## src/rtl/mem_port_arbiter.sv

```systemverilog
`default_nettype none
// ============================================================================
// Module      : mem_port_arbiter
// Description : Shares one single-ported memory view (combinational read
//               port, clocked write port with active-low chip select) between
//               the instruction-fetch (IF) and load/store (LS) requesters.
//               LS has priority, but an anti-starvation counter forces an IF
//               grant after MAX_LSU_STREAK consecutive LS grants while IF
//               waits. Partial-mask stores run as a 2-cycle read-modify-write.
// Ports       : clk, rst (sync, active low)
//               if_req_i/if_addr_i -> if_gnt_o, if_rvalid_o, if_rdata_o
//               ls_req_i/ls_we_i/ls_addr_i/ls_wdata_i/ls_wmask_i
//                                  -> ls_gnt_o, ls_rvalid_o, ls_rdata_o,
//                                     ls_wdone_o
//               mem_raddr_o/mem_rdata_i (read), mem_w_cs_o/mem_waddr_o/
//               mem_wdata_o (write)
// Revision    : 1.0 - initial release
// ============================================================================
module mem_port_arbiter #(
    parameter int MAX_LSU_STREAK = 4
) (
    input  logic        clk,
    input  logic        rst,
    input  logic        if_req_i,
    input  logic [63:0] if_addr_i,
    output logic        if_gnt_o,
    output logic        if_rvalid_o,
    output logic [63:0] if_rdata_o,
    input  logic        ls_req_i,
    input  logic        ls_we_i,
    input  logic [63:0] ls_addr_i,
    input  logic [63:0] ls_wdata_i,
    input  logic [7:0]  ls_wmask_i,
    output logic        ls_gnt_o,
    output logic        ls_rvalid_o,
    output logic [63:0] ls_rdata_o,
    output logic        ls_wdone_o,
    output logic [63:0] mem_raddr_o,
    input  logic [63:0] mem_rdata_i,
    output logic        mem_w_cs_o,
    output logic [63:0] mem_waddr_o,
    output logic [63:0] mem_wdata_o
);

    localparam int c_STREAK_W = $clog2(MAX_LSU_STREAK + 1);
    localparam logic [c_STREAK_W-1:0] c_STREAK_MAX = c_STREAK_W'(MAX_LSU_STREAK);
    localparam logic [c_STREAK_W-1:0] c_STREAK_ONE = c_STREAK_W'(1);

    localparam logic [0:0] c_ST_IDLE   = 1'b0;
    localparam logic [0:0] c_ST_RMW_WR = 1'b1;

    logic [0:0]            r_state_q,     w_state_d;
    logic [c_STREAK_W-1:0] r_streak_q,    w_streak_d;
    logic [63:0]           r_rmw_addr_q,  w_rmw_addr_d;
    logic [63:0]           r_rmw_data_q,  w_rmw_data_d;
    logic                  r_if_rvalid_q, w_if_rvalid_d;
    logic [63:0]           r_if_rdata_q,  w_if_rdata_d;
    logic                  r_ls_rvalid_q, w_ls_rvalid_d;
    logic [63:0]           r_ls_rdata_q,  w_ls_rdata_d;
    logic                  r_ls_wdone_q,  w_ls_wdone_d;

    logic        w_idle;
    logic        w_in_rmw;
    logic        w_if_gnt;
    logic        w_ls_gnt;
    logic        w_ls_load;
    logic        w_st_full;
    logic        w_st_none;
    logic        w_st_part;
    logic [63:0] w_merged;

    // Grant and write decode. Everything is qualified with rst so that a
    // reset cycle neither grants nor pulls the write chip select low; this
    // is what drops a pending RMW write when reset lands in RMW_WR.
    always_comb begin
        w_idle    = rst && (r_state_q == c_ST_IDLE);
        w_in_rmw  = rst && (r_state_q == c_ST_RMW_WR);
        w_ls_gnt  = w_idle && ls_req_i && !(if_req_i && (r_streak_q == c_STREAK_MAX));
        w_if_gnt  = w_idle && if_req_i && !w_ls_gnt;
        w_ls_load = w_ls_gnt && !ls_we_i;
        w_st_full = w_ls_gnt && ls_we_i && (ls_wmask_i == 8'hFF);
        w_st_none = w_ls_gnt && ls_we_i && (ls_wmask_i == 8'h00);
        w_st_part = w_ls_gnt && ls_we_i && !w_st_full && !w_st_none;
    end

    // Byte merge of store data over the word currently read from memory
    always_comb begin
        w_merged = '0;
        for (int i = 0; i < 8; i++) begin
            w_merged[8*i +: 8] = ls_wmask_i[i] ? ls_wdata_i[8*i +: 8]
                                               : mem_rdata_i[8*i +: 8];
        end
    end

    // Memory port drive
    always_comb begin
        mem_raddr_o = '0;
        if (w_if_gnt) begin
            mem_raddr_o = if_addr_i;
        end else if (w_ls_gnt) begin
            mem_raddr_o = ls_addr_i;
        end else if (w_in_rmw) begin
            mem_raddr_o = r_rmw_addr_q;
        end

        mem_w_cs_o  = 1'b1;
        mem_waddr_o = '0;
        mem_wdata_o = '0;
        if (w_st_full) begin
            mem_w_cs_o  = 1'b0;
            mem_waddr_o = ls_addr_i;
            mem_wdata_o = ls_wdata_i;
        end else if (w_in_rmw) begin
            mem_w_cs_o  = 1'b0;
            mem_waddr_o = r_rmw_addr_q;
            mem_wdata_o = r_rmw_data_q;
        end
    end

    // Next-state logic
    always_comb begin
        w_state_d = w_st_part ? c_ST_RMW_WR : c_ST_IDLE;

        // The streak only measures LS grants that IF actually waited through
        w_streak_d = r_streak_q;
        if (!if_req_i || w_if_gnt) begin
            w_streak_d = '0;
        end else if (w_ls_gnt && (r_streak_q != c_STREAK_MAX)) begin
            w_streak_d = r_streak_q + c_STREAK_ONE;
        end

        w_rmw_addr_d = r_rmw_addr_q;
        w_rmw_data_d = r_rmw_data_q;
        if (w_st_part) begin
            w_rmw_addr_d = ls_addr_i;
            w_rmw_data_d = w_merged;
        end

        w_if_rvalid_d = w_if_gnt;
        w_if_rdata_d  = w_if_gnt ? mem_rdata_i : r_if_rdata_q;
        w_ls_rvalid_d = w_ls_load;
        w_ls_rdata_d  = w_ls_load ? mem_rdata_i : r_ls_rdata_q;
        w_ls_wdone_d  = w_st_full || w_st_none || w_in_rmw;
    end

    always_ff @(posedge clk) begin
        if (!rst) begin
            r_state_q     <= c_ST_IDLE;
            r_streak_q    <= '0;
            r_rmw_addr_q  <= '0;
            r_rmw_data_q  <= '0;
            r_if_rvalid_q <= 1'b0;
            r_if_rdata_q  <= '0;
            r_ls_rvalid_q <= 1'b0;
            r_ls_rdata_q  <= '0;
            r_ls_wdone_q  <= 1'b0;
        end else begin
            r_state_q     <= w_state_d;
            r_streak_q    <= w_streak_d;
            r_rmw_addr_q  <= w_rmw_addr_d;
            r_rmw_data_q  <= w_rmw_data_d;
            r_if_rvalid_q <= w_if_rvalid_d;
            r_if_rdata_q  <= w_if_rdata_d;
            r_ls_rvalid_q <= w_ls_rvalid_d;
            r_ls_rdata_q  <= w_ls_rdata_d;
            r_ls_wdone_q  <= w_ls_wdone_d;
        end
    end

    assign if_gnt_o    = w_if_gnt;
    assign ls_gnt_o    = w_ls_gnt;
    assign if_rvalid_o = r_if_rvalid_q;
    assign if_rdata_o  = r_if_rdata_q;
    assign ls_rvalid_o = r_ls_rvalid_q;
    assign ls_rdata_o  = r_ls_rdata_q;
    assign ls_wdone_o  = r_ls_wdone_q;

endmodule
`default_nettype wire

```

## config.mk

```make
export PLATFORM = sky130hd
export DESIGN_NAME = mem_port_arbiter
export DESIGN_NICKNAME = d
export VERILOG_FILES = /design/src/rtl/mem_port_arbiter.sv
export SDC_FILE = /design/constraint.sdc
export NUM_CORES = 1
export LEC_CHECK = 0
export ABC_AREA = 1
export BUFFER_PORTS_ARGS = -buffer_cell sky130_fd_sc_hd__buf_2
export CORE_AREA = 5 5 229 231
export CTS_CLUSTER_SIZE = 12
export DETAILED_ROUTE_END_ITERATION = 6
export DIE_AREA = 0 0 234 236
export SLEW_MARGIN = 30
export SYNTH_ARGS = -nofsm -noshare
export SYNTH_HDL_FRONTEND = slang
export SYNTH_SLANG_ARGS = --single-unit
export TNS_END_PERCENT = 50
```

## constraint.sdc

```tcl
create_clock -name clk -period 4.6 [get_ports clk]
set_clock_uncertainty 0.15 [all_clocks]
set_input_delay 0.23 -clock clk [delete_from_list [all_inputs] [get_ports clk]]
set_output_delay 0.23 -clock clk [all_outputs]
set_load 0.02 [all_outputs]
```

==> metrics.txt, run 1 <==
Seq/Total Area, Yosys 40.1%; largest family of logic cells by synthesized area simple AND/OR/NAND/NOR gates; clk sinks 263; I/O Buffers 594; Final min period 3.76 ns; CTS tree done; largest area contributor in the netlist dfxtp_1; Max transition margin 40.3%; Starting DRT DRC Count 920; max incr delay on CP 0.80 ns; crit path DAT 3.38 ns; antenna viol nets, final 0; power density over the cells 305 mW/mm2; Synthesized Nets 2275; TNS Setup 0 ns; grt total ovfl 0; most frequent cells in the layout buf_2, nand2_1, nor2_1; Total Routing Usage GR 20.0%; DR vias 15500; total CTS buffers 30; complex-gate fraction of the synthesized area 11.5%; Core ar. 0.0499 mm2; cts hold-fix bufs 202; nets 2973; Worst Reg-to-Reg Cells 10; Synth top area share 40.1%; CP Capture Type output port; GPL Wtd Cong 0.821; Hold WS 0.0751 ns; dpl hpwl 41.0 mm; die area 0.0552 mm2; Final Util 38.9%; first-pass GRT wire length 88.2 mm; fin crit share 81.7%; final WL 59.6 mm; slowest CP cell clkinv_1; Via density 4.56; Max Cap Violations 0; peak supply drop 0.000211 V; Rows 82; WP data required 4.22 ns; cell family with most CP delay buffers and inverters; final setup violating endpoints 0; post-synthesis simple-gate area fraction 33.7%; XOR/XNOR Fraction of Synth Area 0.0667%; fill cell count 5299; most common cell after layout, fill and taps aside buf_2; largest net degree at the start of global routing 130; CP cell instances inv_1 -> ha_1 -> nand3_1 -> nand3_2 -> buf_4 -> clkinv_1 -> buf_4 -> nand2_1 -> o211ai_1 -> buf_2; Syn-to-layout area delta 47.9%; Top-Level Pins 595; worst-margin pin slew 0.895 ns; RSZ-0062 raised after global routing no; Avg Inst Size Synth 6.55 um2; drc violations 0; Synth warnings 0; most frequent CP cell buf_4; Area contributors post-synth dfxtp_1, nand2_1, nor2_1; status complete, no violations; endpoints failing hold 0; register bit total from synthesis 263; Levels on crit path 10; Final Max Tran Viols 0; CTS Buffer Depth 3; CP Launch Type register; clock latency on the worst-skew pair 0.55 ns; WS Path Type reg -> out; hold path depth 6; Pre-antenna DRT Iters 4; Die W 234 um; CP max FO 28; Die H 236 um; vias in the first global route 15000; cts repair resizes 0; clk root buf clkbuf_16; starting density of the core 26.3%; initial antenna violation count 5; Mapped Cells 2004; post-synthesis cell type count 24; Peak Freq 266 MHz; post-CTS setup buffer count 0; H-tree levels 1; Hold WC Path Type in -> reg; WP buf/inv 5; Worst-path clk slew 0.06 ns; Post-Syn Area 0.0131 mm2; Avg WL per Cell 17.6 um; Lkg Pwr 9.88 nW; layout cells sized above 1 24.8%; mux cell area share after synthesis 4.88%; Adder-Cell Fraction of Synth Area 0.191%
final cells by class:
type,instances,area (um2),share of cell area (%)
sequential,263,5270,27.1
antenna,3,7.51,0.0387
clock buffer,42,867,4.47
timing repair buffer,816,5210,26.8
inverter,133,503,2.59
tap,672,841,4.33
clock inverter,9,73.8,0.380
multi-input combinational,1458,6640,34.2
worst register-to-register path: cells and delay by family, from the launching register on:
| kind | cells | cell delay (ns) |
|---|---|---|
| buffers and inverters | 4 | 1.50 |
| adders and majority gates | 1 | 0.20 |
| and+or+nand+nor | 4 | 0.48 |
| DFF | 1 | 0.35 |
| AOI/OAI and AO/OA | 1 | 0.23 |
cell families after synthesis:
family / Yosys count
AOI/OAI and AO/OA: 260
and+or+nand+nor: 1131
adders and majority gates: 2
DFF: 263
xor gates and xnor gates: 1
muxes: 64
buffers and inverters: 283
sequential cells by signal, indices dropped and copies added (netlist names):
name          flops
if_rdata_o       64
if_rvalid_o       1
ls_rdata_o       64
ls_rvalid_o       1
ls_wdone_o        1
r_rmw_addr_q     64
r_rmw_data_q     64
r_state_q         1
r_streak_q        3
synth_stat cells:
library cell  instances
nor2_2                3
buf_2                60
nand3_1             121
clkbuf_1             54
a21oi_1               3
dfxtp_1             263
clkinv_1              2
o21ai_1              26
nor3b_1               1
nor3_2                1
o21ai_0             126
buf_6                 2
buf_4                27
mux2i_1              64
nand2_1             503
ha_1                  2
xor2_1                1
inv_1               127
o22ai_1              42
nand3_2               1
nor2_1              501
inv_2                 4
buf_1                 7
o211ai_1             63
routing by layer:
metal / vias to the layer above / part of all wire [%] / routed length [um] / global-route usage [%]
li1: 7752 / - / - / -
met1: 7030 / 40 / 23900 / 23.8
met3: 109 / 7.8 / 4670 / 4.59
met2: 597 / 48 / 28700 / 35.1
met4: 6 / 3.9 / 2320 / 7.44
met5: - / 0.069 / 41 / 0
through the flow:
| stage | power [mW] | cell area [um2] | std cells | setup slack, ns |
|---|---|---|---|---|
| after floorplan | 3.08 | 13100 | 2004 | 2.53 |
| after global placement | 3.47 | 16400 | 3140 | 1.50 |
| after detailed placement | 3.48 | 16400 | 3140 | 1.44 |
| after CTS | 5.99 | 19400 | 3393 | 0.825 |
| after global routing | 6.20 | 19400 | 3395 | 0.575 |
| final | 5.92 | 19400 | 3396 | 0.843 |
where the power goes:
group | total (mW) | switching, mW | internal [mW]
sequential | 2.47 | 0.0616 | 2.41
clock | 2.35 | 0.991 | 1.36
combinational | 1.10 | 0.657 | 0.445
total | 5.92 | 1.71 | 4.21
worst paths after layout:
path,from,endpoint,slack (ns)
setup / recovery,r_streak_q[0],mem_raddr_o[48],0.84
hold / removal,ls_req_i,r_streak_q[0],0.08
setup reg to reg,r_streak_q[0],ls_rdata_o[10],1.63
hold reg to reg,if_rdata_o[43],if_rdata_o[43],0.33
No activity file was read; power rests on OpenSTA's default activity.
==> run 2: changes to the inputs <==
==> constraint.sdc (replaced) <==
create_clock -name clk -period 3.47 [get_ports clk]
set_clock_uncertainty 0.15 [all_clocks]
set_input_delay 0.1735 -clock clk [delete_from_list [all_inputs] [get_ports clk]]
set_output_delay 0.1735 -clock clk [all_outputs]
set_load 0.02 [all_outputs]
==> metrics.txt, run 2 (synthesis gave the netlist of run 1 again) <==
status complete, no violations (unchanged); Final Max Tran Viols 0 (unchanged); CP cell instances inv_1 -> ha_1 -> nand3_1 -> nand3_2 -> clkinv_1 -> buf_4 -> nand2_1 -> o211ai_1 -> buf_2 (was inv_1 -> ha_1 -> nand3_1 -> nand3_2 -> buf_4 -> clkinv_1 -> buf_4 -> nand2_1 -> o211ai_1 -> buf_2); peak supply drop 0.000332 V (was 0.000211 V); Power Total 8.26 mW (was 5.92 mW); Final Instance Area 0.0196 mm2 (was 0.0194 mm2); dpl hpwl 42.8 mm (was 41.0 mm); Hold WC Path Type in -> reg (unchanged); max incr delay on CP 0.72 ns (was 0.80 ns); worst-margin pin slew 0.938 ns (was 0.895 ns); Die H 236 um (unchanged); final setup violating endpoints 0 (unchanged); starting density of the core 26.3% (unchanged); first-pass GRT wire length 90.6 mm (was 88.2 mm); Die W 234 um (unchanged); Hold WS 0.00346 ns (was 0.0751 ns); endpoints failing hold 0 (unchanged); Worst-path clk slew 0.06 ns (about the same); Final min period 3.19 ns; layout cells sized above 1 25.1% (was 24.8%); clk sinks 263 (unchanged); I/O Buffers 594 (unchanged); most frequent cells in the layout buf_2, nand2_1, nor2_1 (unchanged); Total Routing Usage GR 20.8% (was 20.0%); CP max FO 26 (was 28); clock latency on the worst-skew pair 0.51 ns (was 0.55 ns); clk root buf clkbuf_16 (unchanged); Core ar. 0.0499 mm2 (unchanged); power density over the cells 421 mW/mm2 (was 305 mW/mm2); die area 0.0552 mm2 (unchanged); CTS Buffer Depth 3 (unchanged); WS Path Type reg -> out (unchanged); vias in the first global route 15300 (was 15000); Max transition margin 37.1% (was 40.3%); most common cell after layout, fill and taps aside buf_2 (unchanged); Final Util 39.4% (was 38.9%); Via density 4.60 (was 4.56); WP data required 3.15 ns (was 4.22 ns); DR vias 15700 (was 15500); Max Cap Violations 0 (unchanged); fill cell count 5230 (was 5299); Rows 82 (unchanged); CP Launch Type register (unchanged); grt total ovfl 0 (unchanged); GPL Wtd Cong 0.861 (was 0.821); Starting DRT DRC Count 937 (was 920); largest net degree at the start of global routing 119 (was 130); slowest CP cell clkinv_1 (unchanged); Pre-antenna DRT Iters 5 (was 4); TNS Setup 0 ns (unchanged); RSZ-0062 raised after global routing no (unchanged); fin crit share 92.0%; placed cell areas 0.0166 mm2 (was 0.0164 mm2); H-tree levels 2 (was 1); Syn-to-layout area delta 49.6% (was 47.9%); drc violations 0 (unchanged); Lkg Pwr 9.98 nW (was 9.88 nW); CTS tree done (unchanged); total CTS buffers 34 (was 30); Peak Freq 313 MHz; crit path DAT 2.87 ns (was 3.38 ns); initial antenna violation count 5 (unchanged); Top-Level Pins 595 (unchanged); CP Capture Type output port (unchanged); final WL 61.3 mm (was 59.6 mm); antenna viol nets, final 0 (unchanged); Avg WL per Cell 18.0 um (was 17.6 um); nets 2979 (was 2973)
## run 2: cell type report
class,instances,area [um2],area share [%]
clock buffers,46,926,4.72
inverters,133,503,2.56
well taps,672,841,4.28
multi-input cells,1458,6640,33.8
repair buffers,818,5290,26.9
flip-flops and latches,263,5270,26.8
clock inverters,12,163,0.828
diodes,1,2.50,0.0127
## run 2: repair_timing
action	4_1_cts	5_1_grt
setup buffers	0	0
endpoints found under the hold margin	257	0
hold buffers	196	0
gates resized for setup	0	0
## run 2: final timing paths
path	from	to	slack (ns)	cells after the start
setup / recovery	r_streak_q[0]	mem_raddr_o[39]	0.28	9
hold / removal	ls_addr_i[56]	r_rmw_addr_q[56]	0.003	5
setup reg to reg	r_streak_q[0]	ls_rdata_o[5]	0.68	10
hold reg to reg	if_rdata_o[41]	if_rdata_o[41]	0.32	2
## run 2: critical path, delay by kind of cell (launching register included)
family                   cells  cell delay (ns)
adder cells (fa/ha/maj)      1             0.16
flip-flops                   1             0.32
AND/OR/NAND/NOR              3             0.26
AO/OA/AOI/OAI                1             0.10
buffers and inverters        4             1.47
## run 2: power breakdown
part / total (mW) / internal (mW) / leakage, nW / switching [mW]
registers: 3.28 / 3.19 / 2.15 / 0.0830
logic: 1.49 / 0.596 / 7.30 / 0.893
clock network: 3.50 / 2.11 / 0.526 / 1.39
## run 2: metal layers
layer | track usage [%] | up-vias | wire, um
met4 | 7.10 | 6 | 2220
met3 | 5.17 | 103 | 4920
met2 | 36.5 | 599 | 29500
met5 | 0 | - | 33
li1 | - | 7767 | -
met1 | 24.8 | 7182 | 24600
## run 2: metrics by stage
stage / std cells / worst slack, ns
floorplan: 2004 / 1.46
global placement: 3148 / 0.711
detailed placement: 3148 / 0.724
CTS: 3402 / 0.204
global route: 3403 / 0.0871
finish: 3403 / 0.279
==> run 3: changes to the inputs <==
==> constraint.sdc (replaced) <==
create_clock -name clk -period 3.47 [get_ports clk]
set_clock_uncertainty 0.15 [all_clocks]
set_input_delay 0.347 -clock clk [delete_from_list [all_inputs] [get_ports clk]]
set_output_delay 0.347 -clock clk [all_outputs]
set_load 0.02 [all_outputs]
==> metrics.txt, run 3 (synthesis gave the netlist of run 1 again) <==
cell family with most CP delay buffers and inverters (unchanged); Pre-antenna DRT Iters 5 (unchanged); peak supply drop 0.000313 V (was 0.000332 V); crit path DAT 2.76 ns (was 2.87 ns); pre-CTS setup slack 0.503 ns (was 0.724 ns); max incr delay on CP 0.38 ns (was 0.72 ns); clk root buf clkbuf_16 (unchanged); die area 0.0552 mm2 (unchanged); Avg WL per Cell 17.8 um (was 18.0 um); CP cell instances inv_1 -> ha_1 -> nand3_1 -> nand3_2 -> nor2_4 -> nand2_2 -> buf_4 -> o22ai_1 -> buf_2 (was inv_1 -> ha_1 -> nand3_1 -> nand3_2 -> clkinv_1 -> buf_4 -> nand2_1 -> o211ai_1 -> buf_2); CP max FO 64 (was 26); CTS tree done (unchanged); fin crit share 94.0% (was 92.0%); WS Path Type reg -> out (unchanged); hold path start ls_wdata_i[5] (was ls_addr_i[56]); H-tree levels 1 (was 2); first-pass GRT wire length 88.2 mm (was 90.6 mm); final WL 60.0 mm (was 61.3 mm); CP Launch Type register (unchanged); placed insts 3151 (was 3148); Die W 234 um (unchanged); Peak Freq 307 MHz (was 313 MHz); status complete, no violations (unchanged); Rows 82 (unchanged); endpoints failing hold 0 (unchanged); Core ar. 0.0499 mm2 (unchanged); nets 2934 (was 2979); FF/Latch Area 0.00527 mm2 (unchanged); Via density 4.57 (was 4.60); Final Max Tran Viols 0 (unchanged); WP buf/inv 3 (was 4); Syn-to-layout area delta 45.9% (was 49.6%); Top-Level Pins 595 (unchanged); I/O Buffers 594 (unchanged); Lkg Pwr 9.77 nW (was 9.98 nW); total CTS buffers 30 (was 34); CP Capture Type output port (unchanged); cts hold-fix bufs 152 (was 196); starting density of the core 26.3% (unchanged); DR vias 15300 (was 15700); GPL Wtd Cong 0.817 (was 0.861); Crit. Startpoint r_streak_q[0] (unchanged); TNS Setup 0 ns (unchanged); power density over the cells 419 mW/mm2 (was 421 mW/mm2); Worst-path clk slew 0.06 ns (about the same); cts repair resizes 0 (unchanged); RSZ-0062 raised after global routing no (unchanged); antenna viol nets, final 0 (unchanged); CTS Buffer Depth 3 (unchanged); Hold WS 0.0277 ns (was 0.00346 ns); Total Routing Usage GR 20.2% (was 20.8%); drc violations 0 (unchanged); slowest CP cell o22ai_1 (was clkinv_1); dpl hpwl 42.7 mm (was 42.8 mm); vias in the first global route 14700 (was 15300); initial antenna violation count 6 (was 5); fill cell count 5336 (was 5230); Final Worst Setup Slack 0.209 ns (was 0.279 ns); most common cell after layout, fill and taps aside buf_2 (unchanged); Starting DRT DRC Count 799 (was 937); most frequent cells in the layout buf_2, nand2_1, nor2_1 (unchanged); clk sinks 263 (unchanged); Multi-input gate area 0.00664 mm2 (unchanged); post-CTS setup buffer count 0 (unchanged); final std cells w/o fill 3360 (was 3403); Reg-to-Reg Start r_streak_q[0] (unchanged); Die H 236 um (unchanged); layout cells sized above 1 25.7% (was 25.1%); largest net degree at the start of global routing 202 (was 119); Max Cap Violations 0 (unchanged); clock latency on the worst-skew pair 0.55 ns (was 0.51 ns); final setup violating endpoints 0 (unchanged); Hold WC Path Type in -> reg (unchanged); grt total ovfl 0 (unchanged); WP data required 2.97 ns (was 3.15 ns); Max transition margin 31.2% (was 37.1%); worst-margin pin slew 1.03 ns (was 0.938 ns); Final min period 3.26 ns (was 3.19 ns)
run 3: cell types whose count changed in the layout (fill, tap and decap cells not counted), moves of 3 or more:
cell,previous run,this run
inv_6,3,0
clkbuf_16,34,31
clkbuf_1,9,4
buf_4,17,21
clkbuf_8,4,10
dlygate4sd3_1,196,152
run 3: metrics by stage:
stage                     instance area, um2  total power, mW  utilization (%)
after global placement                 16600             4.64             33.3
after global routing                   19100             8.40             38.4
after floorplan                        13100             4.08                -
after CTS                              19100             8.11             38.4
after detailed placement               16600             4.65             33.3
final                                  19100             8.02             38.4
run 3: tightest hold or removal path, delay by kind of cell:
kind          cells  cell delay, ns
buf+inv           1            0.09
mux               1            0.07
simple gates      3            0.20
run 3: worst paths after layout:
check	cells after the start	endpoint	slack, ns
worst min-delay path	5	r_rmw_data_q[5]	0.03
worst max-delay path	9	mem_waddr_o[38]	0.21
worst min register to register	2	if_rdata_o[7]	0.33
worst max register to register	10	r_rmw_addr_q[17]	0.96
run 3: power breakdown:
part           internal, mW  switching (mW)
clock                  1.96            1.34
sequential             3.19          0.0808
combinational         0.565           0.880
total                  5.72            2.30
run 3: layer usage:
metal	wire (um)	GRT usage [%]	part of all wire [%]	vias up
li1	-	-	-	7670
met1	24100	24.3	40	6952
met2	28300	34.8	47	602
met3	4720	4.35	7.9	117
met4	2790	8.65	4.7	8
met5	59	0	0.098	-
run 3: final cells by class:
cell class              count  area share (%)
diodes                      3          0.0392
clock buffers              44            4.78
clock inverters            10           0.569
inverters                 133            2.64
multi-input cells        1458            34.7
flip-flops and latches    263            27.5
well taps                 672            4.39
repair buffers            777            25.4
